<file path="config.mk">
export PLATFORM = sky130hd
export DESIGN_NAME = ldfifo_skew_sequencer
export DESIGN_NICKNAME = d
export VERILOG_FILES = /design/src/rtl/ldfifo_seq_pkg.sv /design/src/rtl/skew_row_ctrl.sv /design/src/rtl/ldfifo_skew_sequencer.sv
export SDC_FILE = /design/constraint.sdc
export NUM_CORES = 1
export LEC_CHECK = 0
export BUFFER_PORTS_ARGS = -buffer_cell sky130_fd_sc_hd__buf_4
export CAP_MARGIN = 20
export CORE_MARGIN = 1.5
export CORE_UTILIZATION = 30
export CTS_CLUSTER_DIAMETER = 200
export DETAILED_ROUTE_END_ITERATION = 7
export HOLD_SLACK_MARGIN = 0.08
export PLACE_DENSITY_LB_ADDON = 0.2
export SYNTH_ARGS = -nofsm -noshare
export SYNTH_HDL_FRONTEND = slang
export SYNTH_HIERARCHICAL = 1
export SYNTH_SLANG_ARGS = --single-unit
</file>
<file path="constraint.sdc">
create_clock -name clk -period 2.8 [get_ports clk]
set_input_delay 0.42 -clock clk [delete_from_list [all_inputs] [get_ports clk]]
set_output_delay 0.42 -clock clk [all_outputs]
set_load 0.01 [all_outputs]
</file>
<file path="src/rtl/ldfifo_seq_pkg.sv">
// Shared types and sizing helpers for the skewed FIFO-bank sequencer.
//   seq_state_t : sequencer FSM states
//   t_width()   : width of the skew counter for a given DEPTH/ROWS
package ldfifo_seq_pkg;

   typedef enum logic [2:0] {
      IDLE   = 3'd0,
      LOAD   = 3'd1,
      STREAM = 3'd2,
      FLUSH  = 3'd3,
      DONE   = 3'd4
   } seq_state_t;

   // Skew counter must hold 0 .. DEPTH+ROWS-1 without wrapping.
   function automatic int unsigned t_width(input int unsigned depth, input int unsigned rows);
      return (depth + rows > 1) ? $clog2(depth + rows) : 1;
   endfunction

endpackage

</file>
<file path="src/rtl/skew_row_ctrl.sv">
// Per-row pop window decode and read-valid re-timing.
// Ports:
//   clk, rst     : clock, synchronous active-low reset
//   i_t          : shared skew counter
//   i_active     : sequencer is streaming and not aborting this cycle
//   i_stall      : downstream back-pressure, suppresses the pop
//   o_pop        : pop strobe for this row's FIFO (combinational)
//   o_row_valid  : o_pop delayed one cycle, aligned with the FIFO's registered data_out
module skew_row_ctrl #(
   parameter int unsigned ROW   = 0,
   parameter int unsigned DEPTH = 8,
   parameter int unsigned TW    = 4
) (
   input  logic          clk,
   input  logic          rst,
   input  logic [TW-1:0] i_t,
   input  logic          i_active,
   input  logic          i_stall,
   output logic          o_pop,
   output logic          o_row_valid
);

   logic [TW-1:0] w_rel;
   logic          r_row_valid;

   // t - ROW wraps to a value >= DEPTH when t < ROW, so one compare covers both window edges.
   assign w_rel = i_t - TW'(ROW);
   assign o_pop = i_active & ~i_stall & (w_rel < TW'(DEPTH));

   // Valid follows the pop regardless of a later stall.
   always_ff @(posedge clk) begin
      if (!rst) r_row_valid <= 1'b0;
      else      r_row_valid <= o_pop;
   end

   assign o_row_valid = r_row_valid;

endmodule

</file>
<file path="src/rtl/ldfifo_skew_sequencer.sv">
// Sequencer for a bank of ROWS parallel-load FIFOs feeding a systolic array:
// one parallel-load strobe, then diagonally skewed pops of DEPTH entries per row.
// Ports:
//   clk, rst      : clock, synchronous active-low reset
//   start         : begin a run (IDLE only)
//   stall         : freeze skew counter and suppress pops
//   abort         : cancel an active run, pulses fifo_rst_ptr
//   fifo_empty    : per-row FIFO empty flags (error detection only)
//   fifo_data     : per-row FIFO data_out, packed ROWS x DATAWIDTH
//   fifo_load     : parallel-load strobe to all FIFOs
//   fifo_rst_ptr  : pointer-reset strobe to all FIFOs (combinational with abort)
//   fifo_pop      : per-row pop (combinational with stall/abort)
//   row_data      : fifo_data passed through
//   row_valid     : per-row data valid
//   busy, done    : run in progress / one-cycle completion pulse
//   err           : sticky pop-while-empty flag
module ldfifo_skew_sequencer
   import ldfifo_seq_pkg::*;
#(
   parameter int unsigned ROWS      = 8,
   parameter int unsigned DEPTH     = 8,
   parameter int unsigned DATAWIDTH = 8
) (
   input  logic                      clk,
   input  logic                      rst,
   input  logic                      start,
   input  logic                      stall,
   input  logic                      abort,
   input  logic [ROWS-1:0]           fifo_empty,
   input  logic [ROWS*DATAWIDTH-1:0] fifo_data,
   output logic                      fifo_load,
   output logic                      fifo_rst_ptr,
   output logic [ROWS-1:0]           fifo_pop,
   output logic [ROWS*DATAWIDTH-1:0] row_data,
   output logic [ROWS-1:0]           row_valid,
   output logic                      busy,
   output logic                      done,
   output logic                      err
);

   localparam int unsigned TW     = t_width(DEPTH, ROWS);
   localparam int unsigned T_LAST = DEPTH + ROWS - 2;

   seq_state_t    r_state, w_state_nxt;
   logic [TW-1:0] r_t, w_t_nxt;
   logic          r_fifo_load, r_busy, r_done, r_err;
   logic          w_active, w_rst_ptr, w_err_clr, w_err_hit;

   // State, skew counter and registered strobes.
   always_ff @(posedge clk) begin
      if (!rst) begin
         r_state     <= IDLE;
         r_t         <= '0;
         r_fifo_load <= 1'b0;
         r_busy      <= 1'b0;
         r_done      <= 1'b0;
         r_err       <= 1'b0;
      end else begin
         r_state     <= w_state_nxt;
         r_t         <= w_t_nxt;
         r_fifo_load <= (w_state_nxt == LOAD);
         r_busy      <= (w_state_nxt != IDLE);
         r_done      <= (w_state_nxt == DONE);
         if (w_err_clr)      r_err <= 1'b0;
         else if (w_err_hit) r_err <= 1'b1;
      end
   end

   // Next-state and combinational controls.
   always_comb begin
      w_state_nxt = r_state;
      w_t_nxt     = r_t;
      w_active    = 1'b0;
      w_rst_ptr   = 1'b0;
      w_err_clr   = 1'b0;
      unique case (r_state)
         IDLE: begin
            if (start) begin
               w_state_nxt = LOAD;
               w_err_clr   = 1'b1;
            end
         end
         LOAD: begin
            w_t_nxt = '0;
            if (abort) begin
               w_state_nxt = IDLE;
               w_rst_ptr   = 1'b1;
            end else begin
               w_state_nxt = STREAM;
            end
         end
         STREAM: begin
            if (abort) begin
               w_state_nxt = IDLE;
               w_rst_ptr   = 1'b1;
               w_t_nxt     = '0;
            end else begin
               w_active = 1'b1;
               if (!stall) begin
                  if (r_t == TW'(T_LAST)) begin
                     w_state_nxt = FLUSH;
                     w_t_nxt     = '0;
                  end else begin
                     w_t_nxt = r_t + TW'(1);
                  end
               end
            end
         end
         FLUSH: begin
            w_state_nxt = abort ? IDLE : DONE;
            w_rst_ptr   = abort;
         end
         DONE: begin
            w_state_nxt = IDLE;
            w_rst_ptr   = abort;
         end
         default: begin
            w_state_nxt = IDLE;
            w_t_nxt     = '0;
         end
      endcase
   end

   for (genvar r = 0; r < ROWS; r++) begin : g_row
      skew_row_ctrl #(
         .ROW   (r),
         .DEPTH (DEPTH),
         .TW    (TW)
      ) u_row (
         .clk         (clk),
         .rst         (rst),
         .i_t         (r_t),
         .i_active    (w_active),
         .i_stall     (stall),
         .o_pop       (fifo_pop[r]),
         .o_row_valid (row_valid[r])
      );
   end

   // Empty flag is unreliable for termination after a parallel load; it only flags errors.
   assign w_err_hit    = |(fifo_pop & fifo_empty);

   assign row_data     = fifo_data;
   assign fifo_load    = r_fifo_load;
   assign fifo_rst_ptr = w_rst_ptr;
   assign busy         = r_busy;
   assign done         = r_done;
   assign err          = r_err;

endmodule

</file>
==> results of run 1 <==
==> path summary, 6_finish.rpt <==
check / end / slack [ps] / depth (start not counted)
max: fifo_pop[7] / 290 / 4
min: busy / 460 / 3
max reg2reg: err / 570 / 6
min reg2reg: busy / 630 / 1
==> critical path, stage by stage (launching register included) <==
cell     delay, ps
dfxtp_1        550
nor4b_4        520
or3b_1         400
mux2i_1        210
buf_4          160
==> cells by family after synthesis <==
family / after synthesis
AO/OA/AOI/OAI: 26
buffers and inverters: 70
flip-flops: 19
AND/OR/NAND/NOR: 55
adder cells (fa/ha/maj): 2
XOR/XNOR: 1
multiplexers: 8
==> placed cells by master (no fill, tap or decap), types with 4 or more instances in the layout <==
cell / instances
buf_4: 35
dfxtp_1: 19
nand2_1: 5
nand3b_1: 7
nor3_1: 4
a21oi_1: 4
mux2i_1: 7
nand2b_1: 4
==> power by group through the flow <==
stage	Clock (W)	Combinational, W	Sequential, W
2_1_floorplan	0	0.000124	0.000284
3_3_place_gp	0	0.0000566	0.000286
3_5_place_dp	0	0.0000569	0.000286
4_1_cts	0.000204	0.0000570	0.000280
5_1_grt	0.000218	0.0000627	0.000281
6_report	0.000193	0.0000571	0.000280
==> state kept, by name (all words and copies together), names as in the netlist <==
register and cells:
done 1, g_row.u_row/o_row_valid 8, r_t 4, r_state 3, err 1, busy 1
fifo_load 1
==> per-stage QoR <==
| step | instances | utilization (%) | hold WS (ps) | area, sq um | total power (W) |
|---|---|---|---|---|---|
| after floorplan | 181 | - | 540.8 | 1637 | 0.0004079 |
| after global placement | 219 | 28.69 | 611.7 | 1484 | 0.0003423 |
| after detailed placement | 219 | 28.69 | 624.1 | 1484 | 0.0003430 |
| after CTS | 223 | 29.58 | 458.5 | 1530 | 0.0005406 |
| after global routing | 223 | 29.58 | 462.1 | 1530 | 0.0005609 |
| final | 223 | 29.58 | 459.8 | 1530 | 0.0005298 |
==> final cells by class <==
class	instances	area, sq um
fill	550	3642
multi-input combinational	92	742.0
sequential	19	380.4
timing repair buffer	35	262.8
tap	70	87.58
clock buffer	3	41.29
inverter	3	11.26
clock inverter	1	5.005
==> per-layer routing <==
metal / GRT usage (%) / vias up
li1: - / 536
met1: 14.56 / 520
met2: 20.97 / 46
met3: 4.286 / 16
met4: 6.296 / 0
met5: 0 / -
==> results.toml, run 1 <==
[synthesis]
synth_area_leaders = "buf_4, dfxtp_1, mux2i_1"
yosys-top-cells-count = "buf_4, dfxtp_1, mux2i_1, nand3b_1, nand2_1"
ys_warn_count = 6
yosys.area.top_type = "buf_4"
synthArstFlopShare_pct = 0
synth_top_area_share_pct = 29.82
synthSimpleGateAreaFrac_pct = 25.15
synth_xor_area_share_pct = 0.5352
syn_inst = 181
synthAdderAreaFrac_pct = 1.529
yosysMostFrequentCell = "buf_4"
yosysSeqAreaShare_pct = 23.24
synth_top_family_by_area = "buffers and inverters"
synth_cell_types = 48
syn_area_per_cell_sq_um = 9.042
synth_area_sq_mm = 0.001637
ys.flop_type = "dfxtp_1"
synthMuxAreaShare_pct = 5.199
ys_ff_latch = 19
synth_nets = 260
synth-edff-count = 0
synth_compound_area_share_pct = 12.92

[grt]
track_usage_pct = 12.71
antenna_found_initial = 0
grt_pass1_wl_mm = 6.037
grt_overflow = 0
grt_pass1_vias = 1161
grt_max_degree = 25

[pwr]
sw_frac_of_total_pct = 24.17
p_int_w = 0.0004017
power_frac_comb_pct = 10.8
p_per_area_mw_per_mm2 = 346.2
ir_drop_mv = 0.1550
p_leak_nw = 0.5591
pwr-share-seq_pct = 52.8
power_frac_clock_pct = 36.4
switchingPower_w = 0.0001280

[setup_path]
path_class = "reg2out"
crit_fanout = 12
cp-startpoint = "r_state[1]"
required_ps = 2380
cp-start-kind = "register"
arrival_ps = 2090
reg2reg_from = "r_state[1]"
worstSetupEndpointType = "output port"

[route]
wl_met3_microns = 318
antenna_left = 0
vias_per_cell = 5.013
wl_met1_mm = 1.445
vias = 1118
wl_met2_mm = 1.773
finalWirelength_mm = 3.645
wl_per_cell_microns = 16.35
highest_layer = "met4"
drt_iter0_markers = 54
drc = 0
first_pass_iters = 4

[placed_design]
dp_hpwl_mm = 2.693
gp_congestion = 0.7581
io_buffers = 33
post-place-ws_ps = 523.5

[min_path]
hold_class = "in2reg"
hp-start = "start"

[die]
core-area_sq_mm = 0.005172
start_util_pct = 31.64
std_cell_rows = 26
die_h_microns = 76.86
die_area_sq_mm = 0.005907
ioPinCount = 162
die_x_microns = 76.86

[timing]
slew-limit-headroom_pct = 50.06
setup_slack_ps = 292.0
slew_viol_final = 0
worst_pin_slew_ps = 748.1
post-route-min-period_ps = 2508
clock.fmax_ghz = 0.3987
finalHoldViolCount = 0
fin_crit_sh_pct = 89.57
setup_viol = 0
rsz0062_at_grt = "no"
finalSetupTns_ps = 0
fin_worst_skew_ps = 1.110

[clock_tree]
cts-root-buf = "clkbuf_8"
cts_tree = "yes"
cts_buffers = 3
cts.sinks = 19
cts_hold_repair.buffers = 0
clkTransAtPathRegs_ps = 70
post_cts_buffers = 0
htree_levels = 1
cts_max_path_buffers = 2
clock_latency_ps = 250
cts_resized = 0

[layout]
nets = 233
antenna_cells = 0
drive_above_1_share_pct = 32.03
syn2layout_area_growth_pct = -6.498

[run]
max_cap_viol_count = 0

[run_status]
status = "finished, final reports clean"
(Power assumes the default switching activity.)
==> run 2: changes to the inputs <==
CELL_PAD_IN_SITES_DETAIL_PLACEMENT = 0   (was unset)
CELL_PAD_IN_SITES_GLOBAL_PLACEMENT = 1   (was unset)
CORE_UTILIZATION = 24   (was 30)
clock period = 2.5 ns   (was 2.8 ns; I/O delays follow)
==> run 2 against run 1 <==
Compared with the run above: combinational power is 16% higher; hold slack got worse by 42 ps; critical path type unchanged; the flow now finishes with violations (design-rule violations); final cell count grew 4.0%; non-clock buffer count grew 2; global-route usage shrank 2.0 points; total power up 13%; critical path depth unchanged; clock power grew 13%; register-to-register slack lost 130 ps; sequential share of layout area shrank 0.38 points; die area increased by 24%; largest cell class unchanged.
==> results.toml, run 2 (same netlist as run 1, synthesis figures left out) <==
[run_status]
violations = "design-rule violations"
status = "complete, but fails checks"

[grt]
grt_pass1_vias = 1169
track_usage_pct = 10.69
grt_overflow = 0
grt_pass1_wl_mm = 6.134
grt_max_degree = 25
antenna_found_initial = 0

[die]
die_h_microns = 85.58
die_x_microns = 85.58
core-area_sq_mm = 0.006459
start_util_pct = 25.34
std_cell_rows = 29
ioPinCount = 162
die_area_sq_mm = 0.007323

[clock_tree]
cts_max_path_buffers = 2
cts_resized = 0
cts_hold_repair.buffers = 0
clkTransAtPathRegs_ps = 70
htree_levels = 1
cts_buffers = 3
cts-root-buf = "clkbuf_8"
cts_tree = "yes"
cts.sinks = 19
clock_latency_ps = 260
post_cts_buffers = 0

[layout]
largest_reg_flops = 8
final_common_cell = "buf_4"
seqCellArea_sq_um = 380.4
drive_above_1_share_pct = 32.90
fillers = 715
nets = 235
layout_common_cells = "buf_4, dfxtp_1, mux2i_1, nand3b_1, nand2_1"
syn2layout_area_growth_pct = -5.046
multi_input_area_sq_um = 742.0
antenna_cells = 0

[setup_path]
path_class = "reg2out"
arrival_ps = 1930
required_ps = 2120
worstSetupEndpointType = "output port"
crit_fanout = 8
cp-start-kind = "register"

[timing]
fin_crit_sh_pct = 92.01
fin_worst_skew_ps = 1.615
worst_pin_slew_ps = 643.9
finalSetupTns_ps = 0
setup_viol = 0
clock.fmax_ghz = 0.4347
finalHoldViolCount = 0
slew_viol_final = 0
post-route-min-period_ps = 2300
rsz0062_at_grt = "no"
slew-limit-headroom_pct = 56.47

[route]
finalWirelength_mm = 4.002
vias_per_cell = 5.078
wl_per_cell_microns = 17.25
antenna_left = 0
first_pass_iters = 6
vias = 1178
drt_iter0_markers = 104
drc = 8

[min_path]
hold_class = "in2reg"

[pwr]
power.total_w = 0.0005968
pwr-share-seq_pct = 52.2
sw_frac_of_total_pct = 24.45
p_leak_nw = 0.5699
ir_drop_mv = 0.1353
p_int_w = 0.0004509
switchingPower_w = 0.0001459
power_frac_comb_pct = 11.1
power_frac_clock_pct = 36.7
p_per_area_mw_per_mm2 = 384.1

[run]
max_cap_viol_count = 0

[placed_design]
gp_congestion = 0.7680
dp_hpwl_mm = 3.036
io_buffers = 33
==> run 2: changes by cell type in the layout (fill, tap and decap cells not counted) <==
| cell | change |
|---|---|
| buf_4 | +2 |
==> run 2: layer usage <==
metal	track usage [%]	wire, microns
met1	11.91	1567
met4	7.625	164
met3	3.465	367
met5	0	0
met2	17.18	1903
==> run 2: final timing paths <==
| path | from | end | slack [ps] | cells past startpoint |
|---|---|---|---|---|
| worst min register to register | r_state[0] | done | 630 | 2 |
| worst max-delay path | r_state[2] | fifo_pop[5] | 200 | 4 |
| worst max register to register | r_state[2] | err | 440 | 6 |
| worst min-delay path | start | busy | 420 | 3 |
==> run 2: cell type report <==
cell class | count | area share, %
Multi-Input combinational cell | 92 | 47.75
Sequential cell | 19 | 24.48
Timing Repair Buffer | 37 | 17.87
Tap cell | 77 | 6.200
Clock buffer | 3 | 2.657
Inverter | 3 | 0.7246
Clock inverter | 1 | 0.3221
==> run 2: power groups by stage <==
stage | sequential [W] | combinational [W] | clock (W)
2_1_floorplan | 0.000318 | 0.000139 | 0
4_1_cts | 0.000312 | 0.0000670 | 0.000226
3_3_place_gp | 0.000319 | 0.0000665 | 0
5_1_grt | 0.000312 | 0.0000731 | 0.000242
6_report | 0.000312 | 0.0000661 | 0.000219
3_5_place_dp | 0.000319 | 0.0000669 | 0
==> run 2: stage by stage <==
| stage | setup WS, ps | cell area [sq um] | instances | hold slack [ps] | utilization, % |
|---|---|---|---|---|---|
| finish | 199.7 | 1554 | 232 | 417.9 | 24.06 |
| global route | 19.99 | 1554 | 232 | 460.7 | 24.06 |
| CTS | 126.1 | 1554 | 232 | 417.5 | 24.06 |
| detailed placement | 292.9 | 1508 | 228 | 621.6 | 23.34 |
| global placement | 374.4 | 1508 | 228 | 606.3 | 23.34 |
| floorplan | 259.3 | 1637 | 181 | 507.9 | - |
==> run 2: worst max-delay path, cell delays in order (launching register included) <==
cell	delay, ps
dfxtp_1	400
nor4b_4	500
or3b_1	390
mux2i_1	210
buf_4	160
==> run 3: changes to the inputs <==
MAX_ROUTING_LAYER = met4   (was unset)
PLACE_DENSITY = 0.82   (was unset)
PLACE_DENSITY_LB_ADDON = unset   (was 0.2)
==> run 3 against run 2 <==
Compared with the run above: the run still ends with design-rule violations left; setup slack improved by 20 ps; die area unchanged; fmax increased by 0.87%; critical path type unchanged; largest cell class unchanged; largest power group unchanged.
==> results.toml, run 3 (same netlist as run 1, synthesis figures left out) <==
[run_status]
status = "complete, but fails checks"
violations = "design-rule violations"

[grt]
grt_pass1_wl_mm = 5.195
grt_max_degree = 25
grt_overflow = 0
grt_pass1_vias = 1049
antenna_found_initial = 0
track_usage_pct = 9.298

[layout]
drive_above_1_share_pct = 31.58
multi_input_area_sq_um = 742.0
antenna_cells = 0
final_common_cell = "buf_4"
nets = 232
syn2layout_area_growth_pct = -5.658
fillers = 710
seqCellArea_sq_um = 381.6
largest_reg_flops = 8
layout_common_cells = "buf_4, dfxtp_1, mux2i_1, nand3b_1, nand2_1"

[die]
die_area_sq_mm = 0.007323
die_x_microns = 85.58
start_util_pct = 25.34
ioPinCount = 162
std_cell_rows = 29
die_h_microns = 85.58
core-area_sq_mm = 0.006459

[pwr]
sw_frac_of_total_pct = 23.92
power_frac_clock_pct = 36.8
pwr-share-seq_pct = 52.6
p_per_area_mw_per_mm2 = 385.7
p_leak_nw = 0.5541
p_int_w = 0.0004530
ir_drop_mv = 0.1208
switchingPower_w = 0.0001425
power_frac_comb_pct = 10.6

[timing]
fin_crit_sh_pct = 91.22
finalHoldViolCount = 0
fin_worst_skew_ps = 6.603
setup_slack_ps = 219.6
clock.fmax_ghz = 0.4385
worst_hold_slack_ps = 432.1
slew-limit-headroom_pct = 50.85
setup_viol = 0
finalSetupTns_ps = 0
slew_viol_final = 0
post-route-min-period_ps = 2280
worst_pin_slew_ps = 736.3
rsz0062_at_grt = "no"

[placed_design]
post-place-ws_ps = 284.2
dp_hpwl_mm = 2.451
gp_congestion = 0.7702
io_buffers = 33

[clock_tree]
cts_max_path_buffers = 2
htree_levels = 1
cts_resized = 0
clock_latency_ps = 260
cts-root-buf = "clkbuf_8"
cts_buffers = 3
cts_tree = "yes"
cts.sinks = 19
post_cts_buffers = 0
clkTransAtPathRegs_ps = 70
cts_hold_repair.buffers = 0

[route]
drt_iter0_markers = 79
finalWirelength_mm = 3.393
drc = 8
wl_per_cell_microns = 14.82
antenna_left = 0
vias_per_cell = 4.895
vias = 1121
first_pass_iters = 6

[setup_path]
cp-start-kind = "register"
worstSetupEndpointType = "output port"
required_ps = 2120
crit_fanout = 24
path_class = "reg2out"
arrival_ps = 1910

[min_path]
hold_class = "in2reg"

[run]
max_cap_viol_count = 0
## run 3: metrics by stage
step | instance area (sq um) | std cells | util [%] | total power [W]
floorplan | 1637 | 181 | - | 0.0004568
global placement | 1498 | 225 | 23.19 | 0.0003847
detailed placement | 1498 | 225 | 23.19 | 0.0003838
CTS | 1543 | 229 | 23.89 | 0.0006022
global route | 1544 | 229 | 23.91 | 0.0006196
finish | 1544 | 229 | 23.91 | 0.0005955
## run 3: path summary, 6_finish.rpt
kind,startpoint,to,slack [ps],depth (start not counted)
worst min register to register,r_state[1],r_state[2],570,2
worst max register to register,r_state[1],err,440,7
worst min-delay path,start,busy,430,3
worst max-delay path,r_state[1],fifo_pop[7],220,5
## run 3: cell type report
| type | count | area share, % |
|---|---|---|
| inverter | 3 | 0.7293 |
| timing repair buffer | 34 | 17.34 |
| sequential | 19 | 24.72 |
| multi-input combinational | 92 | 48.06 |
| tap | 77 | 6.240 |
| clock buffer | 4 | 2.917 |
## run 3: layer usage
layer / routed length, microns / global-route usage (%) / vias up / part of all wire (%)
met5: 0 / - / - / 0
met4: 230 / 8.211 / 0 / 6.8
met3: 267 / 1.829 / 30 / 7.9
met2: 1437 / 13.03 / 42 / 42
met1: 1458 / 11.24 / 517 / 43
li1: - / - / 532 / -
## run 3: power groups by stage
stage / logic (W) / clock network (W) / registers, W
4_1_cts: 0.0000641 / 0.000226 / 0.000313
5_1_grt: 0.0000702 / 0.000236 / 0.000314
3_5_place_dp: 0.0000640 / 0 / 0.000320
6_report: 0.0000634 / 0.000219 / 0.000313
3_3_place_gp: 0.0000651 / 0 / 0.000320
2_1_floorplan: 0.000139 / 0 / 0.000318
## run 3: worst max-delay path: stages (launching register included)
cell and delay (ps):
dfxtp_2 450, nor4b_4 280, buf_12 190, or3b_1 350, mux2i_1 210, buf_4 170
